[config.mk]
export PLATFORM = sky130hd
export DESIGN_NAME = scan_demux
export DESIGN_NICKNAME = d
export VERILOG_FILES = /design/src/rtl/scan_demux_pkg.sv /design/src/rtl/scan_demux_rr_next_index.sv /design/src/rtl/scan_demux.sv
export SDC_FILE = /design/constraint.sdc
export NUM_CORES = 1
export LEC_CHECK = 0
export CORE_MARGIN = 2
export CORE_UTILIZATION = 46
export DETAILED_ROUTE_END_ITERATION = 7
export DONT_BUFFER_PORTS = 1
export PLACE_DENSITY_LB_ADDON = 0.3
export SYNTH_ARGS = -nofsm -noshare
export SYNTH_HDL_FRONTEND = slang
export SYNTH_SLANG_ARGS = --single-unit
export TNS_END_PERCENT = 5
[constraint.sdc]
create_clock -name i_clk -period 2.54 [get_ports i_clk]
set_input_delay 0.381 -clock i_clk [delete_from_list [all_inputs] [get_ports i_clk]]
set_output_delay 0.381 -clock i_clk [all_outputs]
set_load 0.005 [all_outputs]
[src/rtl/scan_demux_pkg.sv]
// Shared definitions for the scanning strobe demultiplexer: FSM encodings,
// a constant-safe clog2 and the strobe polarity level.
package scan_demux_pkg;

    typedef enum logic [1:0] {
        ST_IDLE  = 2'd0,
        ST_ON    = 2'd1,
        ST_BLANK = 2'd2,
        ST_WAIT  = 2'd3
    } state_t;

    // Value of the ACTIVE_LOW parameter that selects active-low strobes.
    localparam int POL_ACTIVE_LOW = 1;

    // Usable in localparam expressions; clog2_f(1) = 0.
    function automatic int clog2_f(input int v);
        int r;
        int x;
        r = 0;
        x = v - 1;
        while (x > 0) begin
            r = r + 1;
            x = x >> 1;
        end
        return r;
    endfunction

endpackage

[src/rtl/scan_demux_rr_next_index.sv]
// Round-robin channel picker: lowest unmasked index searching upward from
// prev+1 modulo N_CH, with a wrap flag when the pick is not above prev.
module rr_next_index #(
    parameter int N_CH  = 4,
    parameter int SEL_W = 2
) (
    input  logic [SEL_W-1:0] i_prev,
    input  logic [N_CH-1:0]  i_mask,
    output logic [SEL_W-1:0] o_next,
    output logic             o_none_valid,
    output logic             o_wrap
);

    logic [SEL_W-1:0] w_cand [N_CH];

    // w_cand[gi] is the channel at search distance gi+1 from prev.
    generate
        for (genvar gi = 0; gi < N_CH; gi++) begin : g_cand
            assign w_cand[gi] = SEL_W'((int'(i_prev) + gi + 1) % N_CH);
        end
    endgenerate

    always_comb begin
        o_next       = '0;
        o_none_valid = 1'b1;
        for (int k = N_CH - 1; k >= 0; k--) begin
            if (!i_mask[w_cand[k]]) begin
                o_next       = w_cand[k];
                o_none_valid = 1'b0;
            end
        end
        o_wrap = !o_none_valid && (o_next <= i_prev);
    end

endmodule

[src/rtl/scan_demux.sv]
// Time-multiplexed one-hot strobe generator with per-slot dwell, dead time,
// channel masking and a frame pulse on wrap. All outputs are registered.
module scan_demux
    import scan_demux_pkg::*;
#(
    parameter int N_CH       = 4,
    parameter int SEL_W      = 2,
    parameter int PRESCALE   = 50000,
    parameter int DEAD       = 16,
    parameter int ACTIVE_LOW = 0
) (
    input  logic             i_clk,
    input  logic             i_rst,
    input  logic             i_ena,
    input  logic [N_CH-1:0]  i_mask,
    output logic [SEL_W-1:0] o_sel,
    output logic [N_CH-1:0]  o_strobe,
    output logic             o_frame
);

    localparam int CNT_MAX = (PRESCALE > DEAD) ? PRESCALE : DEAD;
    localparam int CNT_W   = clog2_f(CNT_MAX + 1);
    localparam logic [N_CH-1:0]  STROBE_IDLE = (ACTIVE_LOW == POL_ACTIVE_LOW) ? '1 : '0;
    localparam logic [SEL_W-1:0] PREV_INIT   = SEL_W'(N_CH - 1);
    localparam logic [N_CH-1:0]  ONE_HOT0    = N_CH'(1);

    state_t           r_state;
    logic [CNT_W-1:0] r_cnt;
    logic [SEL_W-1:0] r_sel;
    logic [SEL_W-1:0] r_prev;
    logic [N_CH-1:0]  r_strobe;
    logic             r_frame;

    state_t           w_state_next;
    logic [CNT_W-1:0] w_cnt_next;
    logic [SEL_W-1:0] w_sel_next;
    logic [SEL_W-1:0] w_prev_next;
    logic [N_CH-1:0]  w_strobe_act;
    logic             w_frame_next;

    logic [SEL_W-1:0] w_rr_next;
    logic             w_rr_none;
    logic             w_rr_wrap;
    logic             w_slot_end;
    logic             w_take;

    rr_next_index #(
        .N_CH  (N_CH),
        .SEL_W (SEL_W)
    ) u_rr (
        .i_prev       (r_prev),
        .i_mask       (i_mask),
        .o_next       (w_rr_next),
        .o_none_valid (w_rr_none),
        .o_wrap       (w_rr_wrap)
    );

    assign w_slot_end = (r_cnt == '0);

    always_ff @(posedge i_clk) begin
        if (i_rst) begin
            r_state  <= ST_IDLE;
            r_cnt    <= '0;
            r_sel    <= '0;
            r_prev   <= PREV_INIT;
            r_strobe <= STROBE_IDLE;
            r_frame  <= 1'b0;
        end else begin
            r_state  <= w_state_next;
            r_cnt    <= w_cnt_next;
            r_sel    <= w_sel_next;
            r_prev   <= w_prev_next;
            r_strobe <= w_strobe_act ^ STROBE_IDLE;
            r_frame  <= w_frame_next;
        end
    end

    always_comb begin
        w_state_next = r_state;
        if (!i_ena) begin
            w_state_next = ST_IDLE;
        end else begin
            case (r_state)
                ST_IDLE:  w_state_next = w_rr_none ? ST_WAIT : ST_ON;
                ST_ON: begin
                    if (w_slot_end) begin
                        if (DEAD > 0)       w_state_next = ST_BLANK;
                        else if (w_rr_none) w_state_next = ST_WAIT;
                        else                w_state_next = ST_ON;
                    end
                end
                ST_BLANK: begin
                    if (w_slot_end) w_state_next = w_rr_none ? ST_WAIT : ST_ON;
                end
                ST_WAIT:  w_state_next = w_rr_none ? ST_WAIT : ST_ON;
                default:  w_state_next = ST_IDLE;
            endcase
        end
    end

    // A new channel is taken whenever ON is entered, or re-entered from the
    // last ON cycle when there is no dead time.
    assign w_take = (w_state_next == ST_ON) && ((r_state != ST_ON) || w_slot_end);

    always_comb begin
        w_cnt_next   = r_cnt;
        w_sel_next   = r_sel;
        w_prev_next  = r_prev;
        w_strobe_act = '0;
        w_frame_next = 1'b0;
        if (!i_ena) begin
            w_cnt_next  = '0;
            w_sel_next  = '0;
            w_prev_next = PREV_INIT;
        end else if (w_take) begin
            w_cnt_next   = CNT_W'(PRESCALE - 1);
            w_sel_next   = w_rr_next;
            w_prev_next  = w_rr_next;
            w_strobe_act = ONE_HOT0 << w_rr_next;
            w_frame_next = w_rr_wrap;
        end else if (w_state_next == ST_ON) begin
            w_cnt_next   = r_cnt - CNT_W'(1);
            w_strobe_act = ONE_HOT0 << r_sel;
        end else if (w_state_next == ST_BLANK) begin
            w_cnt_next = (r_state == ST_BLANK) ? r_cnt - CNT_W'(1) : CNT_W'(DEAD - 1);
        end else begin
            w_cnt_next = '0;
        end
    end

    assign o_sel    = r_sel;
    assign o_strobe = r_strobe;
    assign o_frame  = r_frame;

endmodule

# == Yosys cells after proc, flatten, opt, wreduce, memory -nomap -nowiden ==
# Cells that the tools add are included.
# totals
register_bits,27
inputBits,7
output_inout_bits,7
wordCells,66
# classes
n_addsub,7
magnitude_cmp,5
n_eq_ne,6
n_shift,2
n_mux,27
n_bitwise,2
n_reduce_logical,10
# ops
cell,n
2-to-1 mux 16 bit,4
logical NOT 16 bit,1
2-to-1 mux 2 bit,8
"subtractor 16 x 1 -> 16 bit, second input constant",1
"< comparator 2 x 3 -> 1 bit, second input constant",4
"adder 2 bit, second input constant",5
binary-select mux 1 bit (select 2 bit),4
2-to-1 mux 1 bit,8
2-to-1 mux 4 bit,2
"<< shifter 1 x 2 -> 4 bit, first input constant",2
"equality test 2 bit, second input constant",3
one-hot mux 2 bit (3 select lines),1
OR reduction 3 bit,2
"equality test 2 x 1 -> 1 bit, second input constant",2
OR reduction 2 bit,2
"adder 2 x 1 -> 2 bit, second input constant",1
<= comparator 2 bit,1
logical AND 1 bit,2
logical NOT 2 bit,1
"!= test 2 x 1 -> 1 bit, second input constant",1
inverter 1 bit,2
logical NOT 1 bit,1
logical OR 1 bit,1

# == Depth between registers and ports, before layout ==
# Gate-level depths: netlist of run 1.
# logic_depth
word_depth,16
ltp_mapped,10
depth_no_buf,10

# == By module ==
# Synthesis of run 1 repeated with hierarchy kept, for this count alone.
# hier_totals
cells_unflattened,176
hier_area_um2,1529.0
# by_module_without_submodules
module,n_inst,cells_per_inst,area_each_um2,seq_area_each_um2
scan_demux,1,157,1391.3,540.5
rr_next_index,1,19,137.6,0.0

# == Least setup slack after synthesis of run 1 ==
# Ideal clock, no wire load.
# synth_timing
kind,register to register
startpoint,reg r_cnt[0]
endpoint,reg r_cnt[10]
setup_time_ps,92
arrival_time_ps,2244
required_time_ps,2448
path_slack_ps,204
stages_incl_launch_ff,10
path_buffers,1
period_less_slack_ps,2336
path_cell_list,dfxtp_1 inv_1 ha_1 nor4b_1 and4_4 mux2_4 a211oi_1 mux2i_1 buf_6 nor4_1
# synth_via
elab_chain_cells,7
elab_cells_between_ends,14
cone_classes,1 x add/sub; 2 x eq/ne; 7 x mux; 4 x reduce/logical
# synth_rtl
element,line,rtl
"start, declared",scan_demux.sv:28,logic [CNT_W-1:0] r_cnt;
"start signal, assigned",scan_demux.sv:70,r_cnt <= w_cnt_next;
logical NOT 16 bit,scan_demux.sv:58,assign w_slot_end = (r_cnt == '0);
"2-to-1 mux 2 bit, on equally long branches","scan_demux.sv:93, scan_demux.sv:86",
one-hot mux 2 bit (3 select lines),scan_demux.sv:83,case (r_state)
2-to-1 mux 2 bit,scan_demux.sv:80,if (!i_ena) begin
equality test 2 bit / equality test 2 x 1 -> 1 bit (equally long branches),"scan_demux.sv:124, scan_demux.sv:103, scan_demux.sv:121",
2-to-1 mux 16 bit / logical AND 1 bit (equally long branches),"scan_demux.sv:124, scan_demux.sv:103",
2-to-1 mux 16 bit / OR reduction 3 bit (equally long branches),n/a,
# Parallel ways exist; a longest one is shown, timed or not.
# A chain may end at the register's enable or synchronous reset.

# == Worst setup path after layout of run 1 ==
# layout_timing
startpoint,reg r_cnt[1]
endpoint,reg r_cnt[8]
# layout_via
elab_chain_cells,8
elab_cells_between_ends,14
cone_classes,1 x add/sub; 2 x eq/ne; 8 x mux; 3 x reduce/logical
# layout_rtl
element,line,rtl
logical NOT 16 bit,scan_demux.sv:58,
"2-to-1 mux 2 bit, on equally long branches","scan_demux.sv:93, scan_demux.sv:86",
one-hot mux 2 bit (3 select lines),scan_demux.sv:83,
2-to-1 mux 2 bit,scan_demux.sv:80,
equality test 2 bit,scan_demux.sv:124,end else if (w_state_next == ST_BLANK) begin
2-to-1 mux 16 bit,scan_demux.sv:124,
2-to-1 mux 16 bit,scan_demux.sv:121,end else if (w_state_next == ST_ON) begin
2-to-1 mux 16 bit *,scan_demux.sv:115,end else if (w_take) begin
# Mark *: on every way between the ends. The rest lies on a longest branch, timed or not.

==> results of run 1 <==
synth_stat cells (all sizes together), types with 2 or more instances:
library cell | n | area [sq um]
o31ai | 7 | 52.6
nor2 | 12 | 45.0
and4 | 2 | 20.0
a211oi | 5 | 37.5
xnor2 | 9 | 78.8
dfxtp | 27 | 541
xor2 | 5 | 43.8
a21o | 3 | 22.5
mux2i | 2 | 20.0
o21ai | 3 | 15.0
o22ai | 2 | 12.5
a21oi | 6 | 33.8
nand3 | 5 | 25.0
ha | 6 | 75.1
a21boi | 2 | 15.0
or4 | 3 | 30.0
or3 | 2 | 12.5
o21a | 2 | 15.0
nand2 | 12 | 45.0
nor2b | 2 | 12.5
nor4 | 11 | 90.1
nor3 | 10 | 60.1
clkbuf | 3 | 11.3
inv | 11 | 41.3
registers in the layout, indices dropped and copies added, names as in the netlist:
signal	cells
r_cnt	16
o_strobe	4
r_prev	2
o_sel	2
o_frame	1
r_state	2
where the power goes:
part | total (mW) | switching, mW | internal, mW
logic | 0.391 | 0.205 | 0.186
clock network | 0.186 | 0.125 | 0.0615
registers | 0.493 | 0.0385 | 0.455
worst min-delay path by stage:
stage	slack [ns]	from	end
after global placement	0.46	i_rst	r_state[1]
final	0.11	i_rst	r_state[1]
after detailed placement	0.46	i_rst	r_state[1]
after CTS	0.1	i_rst	r_state[1]
after global routing	0.08	i_rst	r_state[1]
after floorplan	0.45	i_rst	r_state[1]
cell usage in the layout, fill, tap and decap left out, types with 2 or more instances in the layout:
| master | n |
|---|---|
| inv_1 | 11 |
| nor2b_1 | 2 |
| o21a_1 | 2 |
| o31ai_1 | 7 |
| or3_1 | 2 |
| a21boi_0 | 2 |
| a21oi_1 | 5 |
| nand3_1 | 5 |
| or4_4 | 2 |
| buf_4 | 8 |
| nor3_1 | 8 |
| nor4_4 | 2 |
| o22ai_1 | 2 |
| ha_1 | 6 |
| nand2_1 | 12 |
| clkbuf_4 | 3 |
| mux2i_1 | 2 |
| o21ai_0 | 2 |
| nor3_2 | 2 |
| nor4_1 | 8 |
| a21o_1 | 3 |
| a211oi_1 | 4 |
| dfxtp_1 | 27 |
| xnor2_1 | 9 |
| xor2_1 | 5 |
| nor2_1 | 12 |
kinds of logic (layout without fill, tap and decap cells):
| group | Yosys count | after routing | share of synthesized area, % |
|---|---|---|---|
| simple gates | 66 | 66 | 26.4 |
| compound gates | 35 | 35 | 17.6 |
| flops | 27 | 27 | 36.1 |
| buf+inv | 15 | 23 | 4.26 |
| xor+xnor | 14 | 14 | 8.19 |
| fa+ha+maj | 6 | 6 | 5.02 |
| mux | 3 | 3 | 2.34 |
metal layers:
metal | GRT usage [%] | routed length [um] | up-vias | share of wire [%]
met2 | 27.5 | 1450 | 30 | 48
met5 | 0 | 0 | - | 0
li1 | - | - | 627 | -
met4 | 4.66 | 10 | 0 | 0.33
met1 | 25.6 | 1460 | 599 | 48
met3 | 3.15 | 123 | 2 | 4.0
layout make-up:
| cell class | count | area share (%) |
|---|---|---|
| Tap cell | 44 | 3.32 |
| Sequential cell | 27 | 32.6 |
| Timing Repair Buffer | 8 | 3.62 |
| Clock buffer | 4 | 1.58 |
| Multi-Input combinational cell | 124 | 56.4 |
| Inverter | 11 | 2.49 |
what timing repair did:
action | in CTS | in global routing
hold buffers | 0 | 0
endpoints found under the setup margin | 2 | 12
resized for setup | 2 | 5
setup buffers | 0 | 0
per-stage QoR:
stage	cells	instance area, sq um	hold slack, ns	utilization, %	TNS, ns
6_report	218	1660	0.107	53.9	0
5_1_grt	218	1660	0.0817	53.9	-0.0524
4_1_cts	218	1630	0.0991	52.9	0
3_5_place_dp	214	1590	0.457	51.6	-0.0284
3_3_place_gp	214	1590	0.458	51.6	0
2_1_floorplan	166	1500	0.453	-	0
==> impl_metrics.ini, run 1 <==
[run_status]
status = completed

[setup_path]
crit_buf_inv = 2
crit_slowest_cell = or4_4
path_cells = inv_1 > ha_1 > nor4b_4 > and4_4 > or4_4 > o311ai_4 > mux2i_1 > buf_4 > o31ai_1
critPathMaxStageDelay_ns = 0.43
cp.depth = 9
r2r-end = r_cnt[8]
worstPathMaxFanout = 11
required_ns = 2.76
setup.worst_path.start = r_cnt[1]
critical-path-top-delay-family = simple AND/OR/NAND/NOR gates
r2r_slack_ns = 0.17
r2r_cells = 9
criticalPathCategory = reg -> reg
crit_end = r_cnt[8]
startpoint_type = flip-flop
crit_path_end_kind = flip-flop
worstReg2RegStart = r_cnt[1]
worst_ep_arrival_time_ns = 2.59

[route]
first_pass_iters = 4
viasPerCell = 5.77
antenna_left = 0
drt-initial-drc-count = 83
route.detailed.drc = 0
wire_per_inst_um = 14.0
wirelength_um = 3050
route.vias.total = 1258

[power_and_ir_drop]
irDropWorstVdd_uv = 315
power.total_mw = 1.07
leakage_nw = 0.637
p_per_area_nw_per_um2 = 645

[min_path]
min_path_type = in -> reg
holdPathStages = 1

[floorplanning]
core_sq_um = 3080
start_util_pct = 48.6
dieArea_sq_um = 3730
die_h_um = 61.0
rows = 20
die_w_um = 61.0
io_pins = 14

[synth]
synth_area_per_cell_sq_um = 9.01
ys_warn_count = 0
syn-num-nets = 179
netlist_instances = 166
syn_area_sq_um = 1500
synth_seq_cells = 27
synth_edf_count = 0
ys_seq_area_share_pct = 36.1
yosysUniqueCellTypes = 45
synthFlopType = dfxtp_1
synthArstFlopShare_pct = 0

[final_layout]
multi_input_comb_area_sq_um = 936
regArea_sq_um = 541
drive_gt1_share_pct = 13.8
nFillCells = 286
num_antenna_cells = 0
synthToLayoutAreaGrowth_pct = 10.9
nets = 188

[timing]
worstMarginPinSlew_ns = 0.533
slew_viol_final = 0
slew_headroom_pct = 64.4
setup_viol = 0
postLayoutSetupSlackWorst_ns = 0.168
finalHoldViolCount = 0
period_needed_ns = 2.37
finClkSkew_ns = 0.00361
max_freq_mhz = 422
fin_crit_sh_pct = 93.4

[cts]
cts_tree = done
htreeDepth = 1
cts_inserted_buffers = 3
clk_pin_slew_ns = 0.14
clockBufferDepth = 2
clkSinkCount = 27
clockRootBuffer = clkbuf_4
insertion_delay_ns = 0.32

[global_route]
grt_overflow = 0
grt_max_degree = 16
grt_pass1_vias = 1141
grt_first_pass_wirelength_um = 5030
grt.total_usage_pct = 17.8
antenna_found_initial = 0

[place]
hpwlAfterDp_um = 2310
port_buffers = 0
place_congestion = 0.884
place_ws_ns = -0.0284

[job]
cap_violations = 0
Power figures use the tool's default switching activity.
==> run 2, diff against run 1 <==
- ABC_AREA: not set -> 0
- CTS_CLUSTER_SIZE: not set -> 20
==> results of run 2 <==
Same layout as run 1: the final DEF is identical, and so are final timing and power.
==> run 3, diff against run 2 <==
- MAX_ROUTING_LAYER: not set -> met4
==> impl_metrics.ini, run 3 (synthesis results as in run 1) <==
[final_layout]
regArea_sq_um = 541
layout.cells.most_common = dfxtp_1
num_antenna_cells = 0
nets = 188
multi_input_comb_area_sq_um = 930
synthToLayoutAreaGrowth_pct = 10.5
largest_register_ffs = 16
drive_gt1_share_pct = 13.8
regMostFlops = r_cnt
nFillCells = 288
fin_cells = 218
final_cell_mix = dfxtp_1 (27), nand2_1 (12), nor2_1 (12), inv_1 (11)
finalInstanceArea_sq_um = 1650

[place]
place_congestion = 0.901
hpwlAfterDp_um = 2350
place_area_sq_um = 1590
dp.cells = 214
port_buffers = 0
place_ws_ns = -0.0166

[setup_path]
worstPathMaxFanout = 12
path_cells = inv_1 > ha_1 > nor4b_4 > and4_4 > mux2_4 > a211oi_2 > mux2i_1 > buf_4 > a2111oi_1
crit_path_end_kind = flip-flop
criticalPathCategory = reg -> reg
critical-path-top-delay-family = compound AO/OA/AOI/OAI gates
required_ns = 2.75
crit_buf_inv = 2
startpoint_type = flip-flop
worst_ep_arrival_time_ns = 2.65
critPathMaxStageDelay_ns = 0.37
crit_slowest_cell = a2111oi_1

[cts]
htreeDepth = 1
cts_tree = done
clkSinkCount = 27
clockRootBuffer = clkbuf_4
clk_pin_slew_ns = 0.15
clockBufferDepth = 2
cts_setup_buffers = 0
insertion_delay_ns = 0.33
cts_inserted_buffers = 3
hold_buffers = 0

[timing]
finalHoldViolCount = 0
finClkSkew_ns = 0.0116
timing.hold.ws_ns = 0.0940
max_freq_mhz = 410
postLayoutSetupSlackWorst_ns = 0.100
slew_viol_final = 0
slew_headroom_pct = 63.2
fin_crit_sh_pct = 96.1
setup_viol = 0
worstMarginPinSlew_ns = 0.551
period_needed_ns = 2.44

[power_and_ir_drop]
leakage_nw = 0.640
irDropWorstVdd_uv = 326
p_per_area_nw_per_um2 = 646
power.total_mw = 1.07

[floorplanning]
die_h_um = 61.0
die_w_um = 61.0
start_util_pct = 48.6
io_pins = 14
core_sq_um = 3080
rows = 20
dieArea_sq_um = 3730

[route]
first_pass_iters = 5
viasPerCell = 5.65
wire_per_inst_um = 13.9
wirelength_um = 3040
drt-initial-drc-count = 121
route.vias.total = 1231
antenna_left = 0
route.detailed.drc = 0

[min_path]
min_path_type = in -> reg

[global_route]
grt_overflow = 0
grt_first_pass_wirelength_um = 5220
grt.total_usage_pct = 19.1
grt_pass1_vias = 1176
grt_max_degree = 16
antenna_found_initial = 0

[run_status]
status = completed

[job]
cap_violations = 0
-- run 3: cell count changes in the layout (fill, tap and decap cells not counted) --
cell | previous run | this run
clkbuf_1 | 1 | 0
clkinv_2 | 0 | 1
nor4_1 | 8 | 9
nor4_2 | 1 | 0
-- run 3: area by class of cell --
type                            count  share of cell area (%)
Sequential cell                    27                    32.7
Clock buffer                        3                    1.36
Clock inverter                      1                   0.303
Tap cell                           44                    3.33
Multi-Input combinational cell    124                    56.2
Timing Repair Buffer                8                    3.63
Inverter                           11                    2.50
-- run 3: worst paths after layout --
| kind | start | endpoint | slack [ns] | cells after the start |
|---|---|---|---|---|
| max | r_cnt[1] | r_cnt[5] | 0.10 | 9 |
| min | i_rst | r_state[1] | 0.09 | 1 |
| max reg2reg | r_cnt[1] | r_cnt[5] | 0.10 | 9 |
| min reg2reg | r_cnt[0] | r_cnt[0] | 0.56 | 2 |
-- run 3: where the power goes --
part           internal, mW  leakage [nW]  switching (mW)
clock                0.0591        0.0177           0.126
combinational         0.186         0.402           0.204
sequential            0.455         0.220          0.0381
total                 0.700         0.640           0.369
-- run 3: through the flow --
step | utilization, % | setup TNS, ns
floorplan | - | 0
global placement | 51.6 | 0
finish | 53.7 | 0
global route | 53.7 | -0.0528
detailed placement | 51.6 | -0.0166
CTS | 52.7 | 0
-- run 3: timing repair --
| item | 4_1_cts | 5_1_grt |
|---|---|---|
| resized for setup | 1 | 5 |
| pin swaps | 0 | 0 |
| setup endpoints to repair | 1 | 8 |
-- run 3: layer usage --
layer	up-vias	share of wire (%)	global-route usage (%)	wire [um]
met5	-	0	-	0
met4	0	1.4	5.90	44
met3	6	3.9	3.78	120
met2	21	48	29.6	1450
met1	571	47	25.2	1430
li1	633	-	-	-
